**src/rtl/stream2vga_pkg.sv**
```systemverilog
// stream2vga shared definitions: FSM states, fill colours and
// the FIFO word layout {sof, r, g, b}.
package stream2vga_pkg;

    typedef enum logic [1:0] {
        WAIT_SOF,
        ARMED,
        ACTIVE
    } state_t;

    localparam logic [23:0] FILL_BLACK   = 24'h000000;
    localparam logic [23:0] FILL_MAGENTA = 24'hFF00FF;

    localparam int SOF_BIT = 24;
    localparam int WORD_W  = 25;

endpackage

```
**src/rtl/stream2vga_sync_fifo.sv**
```systemverilog
// Single-clock FIFO, no fall-through: a word written in cycle N
// is visible at the head from N+1. Head data is held in a register.
module sync_fifo #(
    parameter int W  = 25,
    parameter int AW = 5
) (
    input  logic         clk,
    input  logic         rst_n,
    input  logic         i_push,
    input  logic [W-1:0] i_wdata,
    input  logic         i_pop,
    output logic [W-1:0] o_rdata,
    output logic         o_full,
    output logic         o_empty
);

    localparam int DEPTH = 1 << AW;

    logic [W-1:0] r_mem [DEPTH];
    logic [AW:0]  r_wr;
    logic [AW:0]  r_rd;
    logic [W-1:0] r_rdata;
    logic         w_push;
    logic         w_pop;
    logic [AW:0]  w_rd_next;

    assign o_empty   = (r_wr == r_rd);
    assign o_full    = (r_wr[AW] != r_rd[AW]) &&
                       (r_wr[AW-1:0] == r_rd[AW-1:0]);
    assign w_push    = i_push && !o_full;
    assign w_pop     = i_pop && !o_empty;
    assign w_rd_next = r_rd + {{AW{1'b0}}, w_pop};
    assign o_rdata   = r_rdata;

    // Storage array; contents need no reset, the pointers define validity.
    always_ff @(posedge clk) begin
        if (w_push) begin
            r_mem[r_wr[AW-1:0]] <= i_wdata;
        end
    end

    // Pointers and prefetched head word (bypass when head is being written).
    always_ff @(posedge clk or negedge rst_n) begin
        if (!rst_n) begin
            r_wr    <= '0;
            r_rd    <= '0;
            r_rdata <= '0;
        end else begin
            r_wr <= r_wr + {{AW{1'b0}}, w_push};
            r_rd <= w_rd_next;
            if (w_push && (r_wr == w_rd_next)) begin
                r_rdata <= i_wdata;
            end else begin
                r_rdata <= r_mem[w_rd_next[AW-1:0]];
            end
        end
    end

endmodule

```
**src/rtl/stream2vga.sv**
```systemverilog
// Pixel stream to VGA timing adapter with underrun/misalignment resync.
// Build option: STREAM2VGA_FILL_MAGENTA_EN selects a magenta fill colour.
module stream2vga
    import stream2vga_pkg::*;
#(
    parameter int   C_fifo_bits    = 5,
    parameter logic C_vsync_active = 1'b1
) (
    input  logic        clk_pixel,
    input  logic        rst_n,
    input  logic [23:0] in_data,
    input  logic        in_sof,
    input  logic        in_valid,
    output logic        in_ready,
    input  logic        in_hsync,
    input  logic        in_vsync,
    input  logic        in_blank,
    output logic [7:0]  out_red,
    output logic [7:0]  out_green,
    output logic [7:0]  out_blue,
    output logic        out_hsync,
    output logic        out_vsync,
    output logic        out_blank,
    output logic        underrun
);

`ifdef STREAM2VGA_FILL_MAGENTA_EN
    localparam logic [23:0] FILL = FILL_MAGENTA;
`else
    localparam logic [23:0] FILL = FILL_BLACK;
`endif

    state_t              r_state;
    logic [23:0]         r_rgb;
    logic                r_hsync;
    logic                r_vsync;
    logic                r_blank;
    logic                r_underrun;
    logic                r_pending;
    logic                w_full;
    logic                w_empty;
    logic                w_pop;
    logic [WORD_W-1:0]   w_head;
    logic                w_head_sof;
    logic                w_active;
    logic                w_vs_edge;

    assign in_ready   = !w_full;
    assign w_active   = !in_blank;
    assign w_head_sof = w_head[SOF_BIT];
    assign w_vs_edge  = (in_vsync == C_vsync_active) &&
                        (r_vsync != C_vsync_active);

    sync_fifo #(
        .W  (WORD_W),
        .AW (C_fifo_bits)
    ) u_fifo (
        .clk     (clk_pixel),
        .rst_n   (rst_n),
        .i_push  (in_valid),
        .i_wdata ({in_sof, in_data}),
        .i_pop   (w_pop),
        .o_rdata (w_head),
        .o_full  (w_full),
        .o_empty (w_empty)
    );

    // Pop decision: discards in WAIT_SOF, otherwise only on active cycles.
    always_comb begin
        w_pop = 1'b0;
        unique case (r_state)
            WAIT_SOF: w_pop = !w_empty && !w_head_sof;
            ARMED:    w_pop = w_active && r_pending && !w_empty;
            ACTIVE:   w_pop = !w_vs_edge && w_active &&
                              !w_empty && !w_head_sof;
            default:  w_pop = 1'b0;
        endcase
    end

    // Timing delay line and frame-start tracking.
    always_ff @(posedge clk_pixel or negedge rst_n) begin
        if (!rst_n) begin
            r_hsync   <= 1'b0;
            r_vsync   <= !C_vsync_active;
            r_blank   <= 1'b1;
            r_pending <= 1'b0;
        end else begin
            r_hsync <= in_hsync;
            r_vsync <= in_vsync;
            r_blank <= in_blank;
            if (w_vs_edge) begin
                r_pending <= 1'b1;
            end else if (w_active) begin
                r_pending <= 1'b0;
            end
        end
    end

    // Frame alignment FSM with registered pixel and underrun outputs.
    always_ff @(posedge clk_pixel or negedge rst_n) begin
        if (!rst_n) begin
            r_state    <= WAIT_SOF;
            r_rgb      <= '0;
            r_underrun <= 1'b0;
        end else begin
            r_underrun <= 1'b0;
            r_rgb      <= w_active ? FILL : 24'h000000;
            unique case (r_state)
                WAIT_SOF: begin
                    if (!w_empty && w_head_sof) begin
                        r_state <= ARMED;
                    end
                end
                ARMED: begin
                    if (w_pop) begin
                        r_rgb   <= w_head[23:0];
                        r_state <= ACTIVE;
                    end
                end
                ACTIVE: begin
                    // A head carrying sof at vsync is a clean frame boundary.
                    if (w_vs_edge) begin
                        if (w_empty) begin
                            r_state <= WAIT_SOF;
                        end else if (w_head_sof) begin
                            r_state <= ARMED;
                        end else begin
                            r_state    <= WAIT_SOF;
                            r_underrun <= 1'b1;
                        end
                    end else if (w_active) begin
                        if (w_empty) begin
                            r_state    <= WAIT_SOF;
                            r_underrun <= 1'b1;
                        end else if (w_head_sof) begin
                            r_state    <= ARMED;
                            r_underrun <= 1'b1;
                        end else begin
                            r_rgb <= w_head[23:0];
                        end
                    end
                end
                default: r_state <= WAIT_SOF;
            endcase
        end
    end

    assign out_red   = r_rgb[23:16];
    assign out_green = r_rgb[15:8];
    assign out_blue  = r_rgb[7:0];
    assign out_hsync = r_hsync;
    assign out_vsync = r_vsync;
    assign out_blank = r_blank;
    assign underrun  = r_underrun;

endmodule
```
**config.mk**
```make
export PLATFORM = sky130hd
export DESIGN_NAME = stream2vga
export DESIGN_NICKNAME = d
export VERILOG_FILES = /design/src/rtl/stream2vga_pkg.sv /design/src/rtl/stream2vga_sync_fifo.sv /design/src/rtl/stream2vga.sv
export SDC_FILE = /design/constraint.sdc
export NUM_CORES = 1
export LEC_CHECK = 0
export ABC_AREA = 0
export BUFFER_PORTS_ARGS = -buffer_cell sky130_fd_sc_hd__clkbuf_2
export CAP_MARGIN = 20
export CORE_MARGIN = 2
export CORE_UTILIZATION = 56
export CTS_CLUSTER_DIAMETER = 150
export CTS_CLUSTER_SIZE = 24
export DETAILED_ROUTE_END_ITERATION = 7
export PLACE_DENSITY = 0.82
export SLEW_MARGIN = 10
export SYNTH_ARGS = -nofsm -noshare
export SYNTH_HDL_FRONTEND = slang
export SYNTH_HIERARCHICAL = 1
export SYNTH_SLANG_ARGS = --single-unit
```
**constraint.sdc**
```tcl
create_clock -name clk_pixel -period 3.9 [get_ports clk_pixel]
set_input_delay 0.39 -clock clk_pixel [delete_from_list [all_inputs] [get_ports clk_pixel]]
set_output_delay 0.39 -clock clk_pixel [all_outputs]
set_load 0.02 [all_outputs]
```
==> results of run 1 <==
[worst paths after layout]
kind / from / end / depth (start not counted) / slack [ps]
min in group clk_pixel: in_data[4] / u_fifo/o_rdata[4] / 3 / 400
worst max-delay path: u_fifo/r_rd[3] / u_fifo/r_mem[3][5] / 17 / -260
worst min register to register: u_fifo/o_rdata[21] / r_rgb[21] / 1 / 450
worst max register to register: u_fifo/r_rd[3] / u_fifo/r_mem[3][5] / 17 / -260
worst min-delay path: rst_n / u_fifo/r_wr[0] / 2 / 220
max in group asynchronous: rst_n / r_rgb[7] / 3 / 3020
[synthesized netlist by cell type (all sizes together), types with 2 or more instances]
master  count  area [µm²]
nand2     236       885.9
nand3b      3       22.52
nor2       56       210.2
clkbuf     36       138.9
or3         5       31.28
o211ai      2       15.01
o32ai       5       51.30
a22oi      42       315.3
xnor2      10       95.10
a21oi      21       105.1
a31oi       2       12.51
xor2        7       61.31
mux2i      84       840.8
o41ai      18       232.7
inv        10       37.54
ha          8       100.1
nand3      38       190.2
nand2b      3       18.77
edfxtp    800       24020
and2       33       206.5
o31ai       7       52.55
mux4      158        3558
dfrtp      67        1677
xnor3       3       67.56
nor2b       5       31.28
nor3        2       10.01
buf        61       340.3
o22ai      28       175.2
[flip-flops by register name (all words and copies together) (netlist names)]
signal,flops
underrun,1
r_pending,1
out_blank,1
u_fifo/r_rd,6
r_rgb,24
out_vsync,1
u_fifo/o_rdata,25
r_state,2
u_fifo/r_wr,6
out_hsync,1
u_fifo/r_mem,800
[routing by layer]
metal / global-route usage, % / part of all wire [%] / routed length [µm]
met5: 0 / 0.013 / 13
met4: 10.19 / 6.8 / 6593
met3: 4.619 / 14 / 13440
met2: 45.16 / 47 / 46110
met1: 38.10 / 32 / 31490
[worst max-delay path, delay by kind of cell, from the launching register on]
family	cells	cell delay, ps
flops	1	420
buf+inv	12	1530
xor+xnor	1	150
simple gates	3	1390
compound gates	1	300
[report_power, final]
group          switching [µW]  leakage (µW)  internal [µW]
clock network            2850      0.000602           2200
logic                   11100       0.00477          10200
registers                 342       0.00806          11000
[cells by family after synthesis]
kind of cell	after synthesis
compound gates	133
simple gates	384
buf+inv	107
mux	242
flops	868
xor+xnor	20
fa+ha+maj	8
[cell usage in the layout, fill, tap and decap left out, types with 33 or more instances in the layout]
| cell | count |
|---|---|
| a22oi_1 | 33 |
| buf_12 | 41 |
| buf_4 | 118 |
| clkbuf_16 | 55 |
| clkbuf_2 | 58 |
| dfrtp_1 | 67 |
| edfxtp_1 | 800 |
| mux2i_1 | 83 |
| mux4_2 | 158 |
| nand2_1 | 230 |
[metrics by stage]
stage	cells	hold WS [ps]	worst slack, ps
global route	2787	240.4	-322.2
global placement	2616	432.0	-108.9
detailed placement	2620	436.2	-162.9
finish	2787	220.5	-257.5
CTS	2731	386.1	0.2305
floorplan	1762	94.41	11.27
[area by class of cell]
class                   count  area (µm²)
fillers                  3430       19790
multi-input cells         787        8394
clock inverters             1       20.02
inverters                  10       38.79
flip-flops and latches    868       25730
repair buffers            271        3055
clock buffers              77        1246
well taps                 773       967.2
[timing repair]
item / in CTS / in global routing
pin swaps: 11 / 40
hold buffers: 4 / 0
endpoints found under the setup margin: 20 / 86
resized for setup: 26 / 153
hold endpoints to repair: 45 / 0
setup buffers: 22 / 46
gates cloned: 7 / 12
==> results by group, run 1 <==
Drt
  – DRC viols: 0
  – Post-DRT Antenna Nets: 0
  – Drt total wl: 97650 µm
  – Pre-Repair DR Iteration Count: 6
  – Via density: 7.050
  – Via count: 19650
  – Initial DRC count: 3074
  – Wire per inst: 35.04 µm

STA
  – Final setup fails: 90
  – Clock skew: 51.71 ps
  – Fin Setup TNS: -8534 ps
  – RSZ-0062 raised after global routing: yes
  – Highest Clock Rate: 240.5 MHz
  – Tmin final: 4157 ps
  – Actual slew at the worst max-slew pin: 1198 ps
  – Hold Fails Final Rpt: 0
  – Setup WS post-layout: -257.5 ps
  – Final Max Tran Viols: 0
  – Slew margin rel.: 19.94%
  – Final Cycle Share: 106.6%

Synthesis
  – Synthesized flop and latch total: 868
  – Mapped Cells: 1762
  – Main combinational cell family by area after synthesis: multiplexers
  – Compound-cell area share of the yosys netlist: 3.124%
  – Synth Cell Area: 33650 µm²
  – Syn nets: 1801
  – Netlist cell types: 47
  – Post-Synth Adder-Cell Area: 0.2975%
  – Simple-Gate Fraction of Synth Area: 4.845%
  – Post-synthesis xor/xnor area fraction: 0.6656%
  – Seq/Total Area, Yosys: 76.46%
  – Mux contribution to synthesized area: 13.07%
  – Yosys warns: 6
  – Main synth FF type: edfxtp_1
  – Syn_area_per_cell: 19.10 µm²
  – Number of synthesized flops with an enable pin: 800
  – Async SR Flop Fraction: 7.834%

Clocking
  – CTS H-tree depth: 2
  – Root buf cell: clkbuf_16
  – Clk Latency, worst-skew pair: 630 ps
  – Num CTS Buffers: 42
  – Clock Tree Buf Depth: 3
  – Sink Count: 868
  – Clock Pin Slew Worst Setup and Hold Paths: 110 ps
  – CTS tree: built

Pwr
  – Overall power: 37710 µW
  – Lkg Pwr: 0.01343 µW
  – Maximum vdd ir drop: 817.1 µV
  – PwrDens: 956.0 nW/µm²

Setup path
  – Slowest cell on the critical path: nor2_2
  – Ordered list of cells on the worst path: xnor2_1, nand3_1, buf_4, buf_4, buf_4, buf_4, buf_4, buf_4, buf_4, buf_4, buf_4, buf_4, buf_4, o41a_1, nand3_2, nor2_2, buf_4
  – Worst EP required: 4180 ps
  – Crit path max fanout: 14
  – Critical path class: flip-flop to flip-flop
  – CP startpoint kind: flip-flop
  – Crit-path most repeated cell: buf_4
  – Slowest cell delay on critical path: 990 ps
  – Critical path arrival: 4440 ps
  – Worst setup EP type: flip-flop

Run
  – Total of max-cap violations: 0

Floorplan
  – Die area: 62060 µm²
  – Starting Density: 56.80%
  – DIE WIDTH: 249.1 µm
  – Ports: 60
  – Core box area: 59240 µm²
  – Die height: 249.1 µm
  – Rows: 89

Cells and area
  – Layout Nets: 2019
  – Final Util: 66.59%
  – Post-route cell area: 39450 µm²
  – N_diodes: 0
  – P&R area growth vs syn: 17.24%
  – Layout cell share with drive strength beyond 1: 31.18%

Hold path
  – HP Class: primary input to async pin

Placed design
  – Placed cell areas: 36080 µm²
  – RD Place Congestion: 0.8820
  – Port-buffer cells: 59
  – HPWL Detailed: 46310 µm

Global routing
  – Overflow after GRT: 0
  – Pin count of the biggest net entering global routing: 69
  – Number of global-route vias before repair: 18530
  – Initial antenna violation count: 2
  – First-pass GRT wire length: 124700 µm
  – GRT Overall Usage: 27.64%

Outcome
  – Failing checks: negative setup slack
  – Status: finished with violations
No activity file was read; power rests on OpenSTA's default activity.
==> inputs of run 2 (changes only) <==
--- a/config.mk
+++ b/config.mk
@@ -8,6 +8,7 @@
 export ABC_AREA = 0
 export BUFFER_PORTS_ARGS = -buffer_cell sky130_fd_sc_hd__clkbuf_2
 export CAP_MARGIN = 20
+export CORE_ASPECT_RATIO = 2
 export CORE_MARGIN = 2
 export CORE_UTILIZATION = 56
 export CTS_CLUSTER_DIAMETER = 150
==> run 2 against run 1 <==
Against the previous run: the flow still finishes with violations (negative setup slack); wire length grew 2.1%; global-route usage grew 1.8 points; final area grew 0.83%; utilization is essentially flat; clock-buffer cell count is the same; clock power shrank 0.8%; power grew 2.3%; clock skew shrank 21 ps; die area grew 0.19%; non-clock buffer count grew 38; sequential power is essentially flat; largest power group unchanged.
==> results by group, run 2 (synthesis gave the netlist of run 1 again) <==
Setup path
  – Reg2reg start: u_fifo/r_wr[3]
  – WP buf/inv: 5
  – Worst EP required: 4410 ps
  – Critical path class: flip-flop to flip-flop
  – WP depth: 21
  – Ordered list of cells on the worst path: xnor2_2, nand3_1, or3_4, nor2_4, or2_4, nor2_1, a31oi_1, nor2_1, nor2b_4, ha_4, ha_4, buf_6, buf_12, buf_12, buf_12, mux4_2, nand2_1, nand2_1, o22ai_1, o31ai_2, buf_4
  – Crit-path most repeated cell: buf_12
  – Reg2Reg Depth: 21
  – R2R Setup Slk: -260 ps
  – Slowest cell on the critical path: dfrtp_1
  – Worst setup EP type: flip-flop
  – Slowest cell delay on critical path: 430 ps
  – CP startpoint kind: flip-flop
  – Crit path max fanout: 7
  – Crit path from: u_fifo/r_wr[3]
  – FF-to-FF End: u_fifo/o_rdata[22]
  – Critical path arrival: 4670 ps
  – CP top delay family: simple AND/OR/NAND/NOR gates

Pwr
  – Maximum vdd ir drop: 458.1 µV
  – Lkg Pwr: 0.01367 µW
  – PwrDens: 969.5 nW/µm²
  – Overall power: 38560 µW

Outcome
  – Failing checks: negative setup slack
  – Status: finished with violations

Cells and area
  – Post-route cell area: 39780 µm²
  – Max reg flops: 800
  – Most common cell after layout, fill and taps aside: edfxtp_1
  – Layout Nets: 2057
  – P&R area growth vs syn: 18.21%
  – Most frequent cells in the layout: edfxtp_1 (800), nand2_1 (224), mux4_2 (158)
  – Layout cell share with drive strength beyond 1: 32.12%

Clocking
  – Clock Tree Buf Depth: 3
  – Sink Count: 868
  – Clk Latency, worst-skew pair: 610 ps
  – Num CTS Buffers: 42
  – Clock Pin Slew Worst Setup and Hold Paths: 100 ps
  – CTS tree: built
  – Root buf cell: clkbuf_16
  – CTS H-tree depth: 2

Floorplan
  – Die area: 62180 µm²
  – Core box area: 59750 µm²
  – Ports: 60
  – DIE WIDTH: 177.3 µm
  – Die height: 350.7 µm
  – Starting Density: 56.32%
  – Rows: 127

STA
  – Final setup fails: 25
  – Actual slew at the worst max-slew pin: 730.8 ps
  – Clock skew: 30.33 ps
  – RSZ-0062 raised after global routing: yes
  – Highest Clock Rate: 240.3 MHz
  – Setup WS post-layout: -261.6 ps
  – Tmin final: 4162 ps
  – Slew margin rel.: 51.28%
  – Hold Fails Final Rpt: 0
  – Final Max Tran Viols: 0
  – Final Cycle Share: 106.7%

Hold path
  – HP Class: primary input to async pin

Global routing
  – Initial antenna violation count: 4
  – First-pass GRT wire length: 128400 µm
  – Number of global-route vias before repair: 19380
  – Pin count of the biggest net entering global routing: 69
  – Overflow after GRT: 0
  – GRT Overall Usage: 29.46%

Drt
  – Post-DRT Antenna Nets: 0
  – Drt total wl: 99670 µm
  – Pre-Repair DR Iteration Count: 7
  – DRC viols: 0
  – Initial DRC count: 2942
  – Via count: 19710
  – Via density: 6.968
  – Wire per inst: 35.25 µm

Placed design
  – Placed cell areas: 36400 µm²
  – HPWL Detailed: 52600 µm
  – RD Place Congestion: 0.8626
  – Port-buffer cells: 59

Run
  – Total of max-cap violations: 0
-- run 2: cell types whose count changed in the layout (fill, tap and decap cells not counted), moves of 7 or more --
cell,change
buf_12,+11
buf_4,+16
buf_8,+10
nand3_1,+15
nand3_2,-8
nand3_4,-7
-- run 2: repair_timing --
| action | CTS | global route |
|---|---|---|
| pin swaps | 10 | 51 |
| buffers inserted | 34 | 47 |
| hold endpoints to repair | 16 | 0 |
| endpoints found under the setup margin | 21 | 611 |
| resized for setup | 46 | 150 |
| gates cloned | 4 | 13 |
| hold buffers | 4 | 0 |
-- run 2: routing by layer --
| layer | global-route usage, % | vias up | wire length, µm |
|---|---|---|---|
| met5 | 0 | - | 45 |
| met4 | 20.78 | 6 | 8987 |
| met3 | 4.627 | 547 | 11560 |
| met2 | 50.31 | 1853 | 49930 |
| met1 | 33.79 | 9834 | 29150 |
| li1 | - | 7465 | - |
-- run 2: layout make-up --
class                      count  area (µm²)
inverter                      10       42.54
clock buffer                  77        1246
timing repair buffer         309        3481
fill                        3515       19970
tap                          774       968.4
sequential                   868       25730
clock inverter                 1       20.02
multi-input combinational    787        8287
antenna                        2       5.005
-- run 2: worst max path at each step --
| stage | endpoint | slack, ps |
|---|---|---|
| 2_1_floorplan | u_fifo/o_rdata[10] | 10 |
| 3_3_place_gp | u_fifo/o_rdata[24] | -400 |
| 3_5_place_dp | u_fifo/o_rdata[5] | -400 |
| 4_1_cts | u_fifo/o_rdata[24] | -70 |
| 5_1_grt | u_fifo/o_rdata[22] | -390 |
| 6_report | u_fifo/o_rdata[22] | -260 |
-- run 2: worst register-to-register path, delay by kind of cell, from the launching register on --
| kind | cells | cell delay [ps] |
|---|---|---|
| AOI/OAI and AO/OA | 3 | 650 |
| xor gates and xnor gates | 1 | 210 |
| and+or+nand+nor | 9 | 1260 |
| adders and majority gates | 2 | 480 |
| muxes | 1 | 320 |
| DFF | 1 | 430 |
| buffers and inverters | 5 | 710 |
-- run 2: metrics by stage --
stage | TNS (ps) | hold slack [ps] | cells | util (%) | setup WS (ps)
floorplan | 0 | 94.41 | 1762 | - | 11.27
global placement | -1329 | 437.7 | 2651 | 60.92 | -403.6
detailed placement | -1846 | 451.1 | 2651 | 60.92 | -395.0
CTS | -167.2 | 369.0 | 2771 | 64.26 | -67.22
global route | -6656 | 211.2 | 2826 | 66.56 | -386.7
finish | -3693 | 171.0 | 2828 | 66.57 | -261.6
-- run 2: power breakdown --
group / leakage [µW] / total (µW) / switching (µW) / internal [µW]
Clock: 0.000602 / 5010 / 2810 / 2200
Combinational: 0.00501 / 22200 / 11300 / 10900
Sequential: 0.00806 / 11400 / 370 / 11000
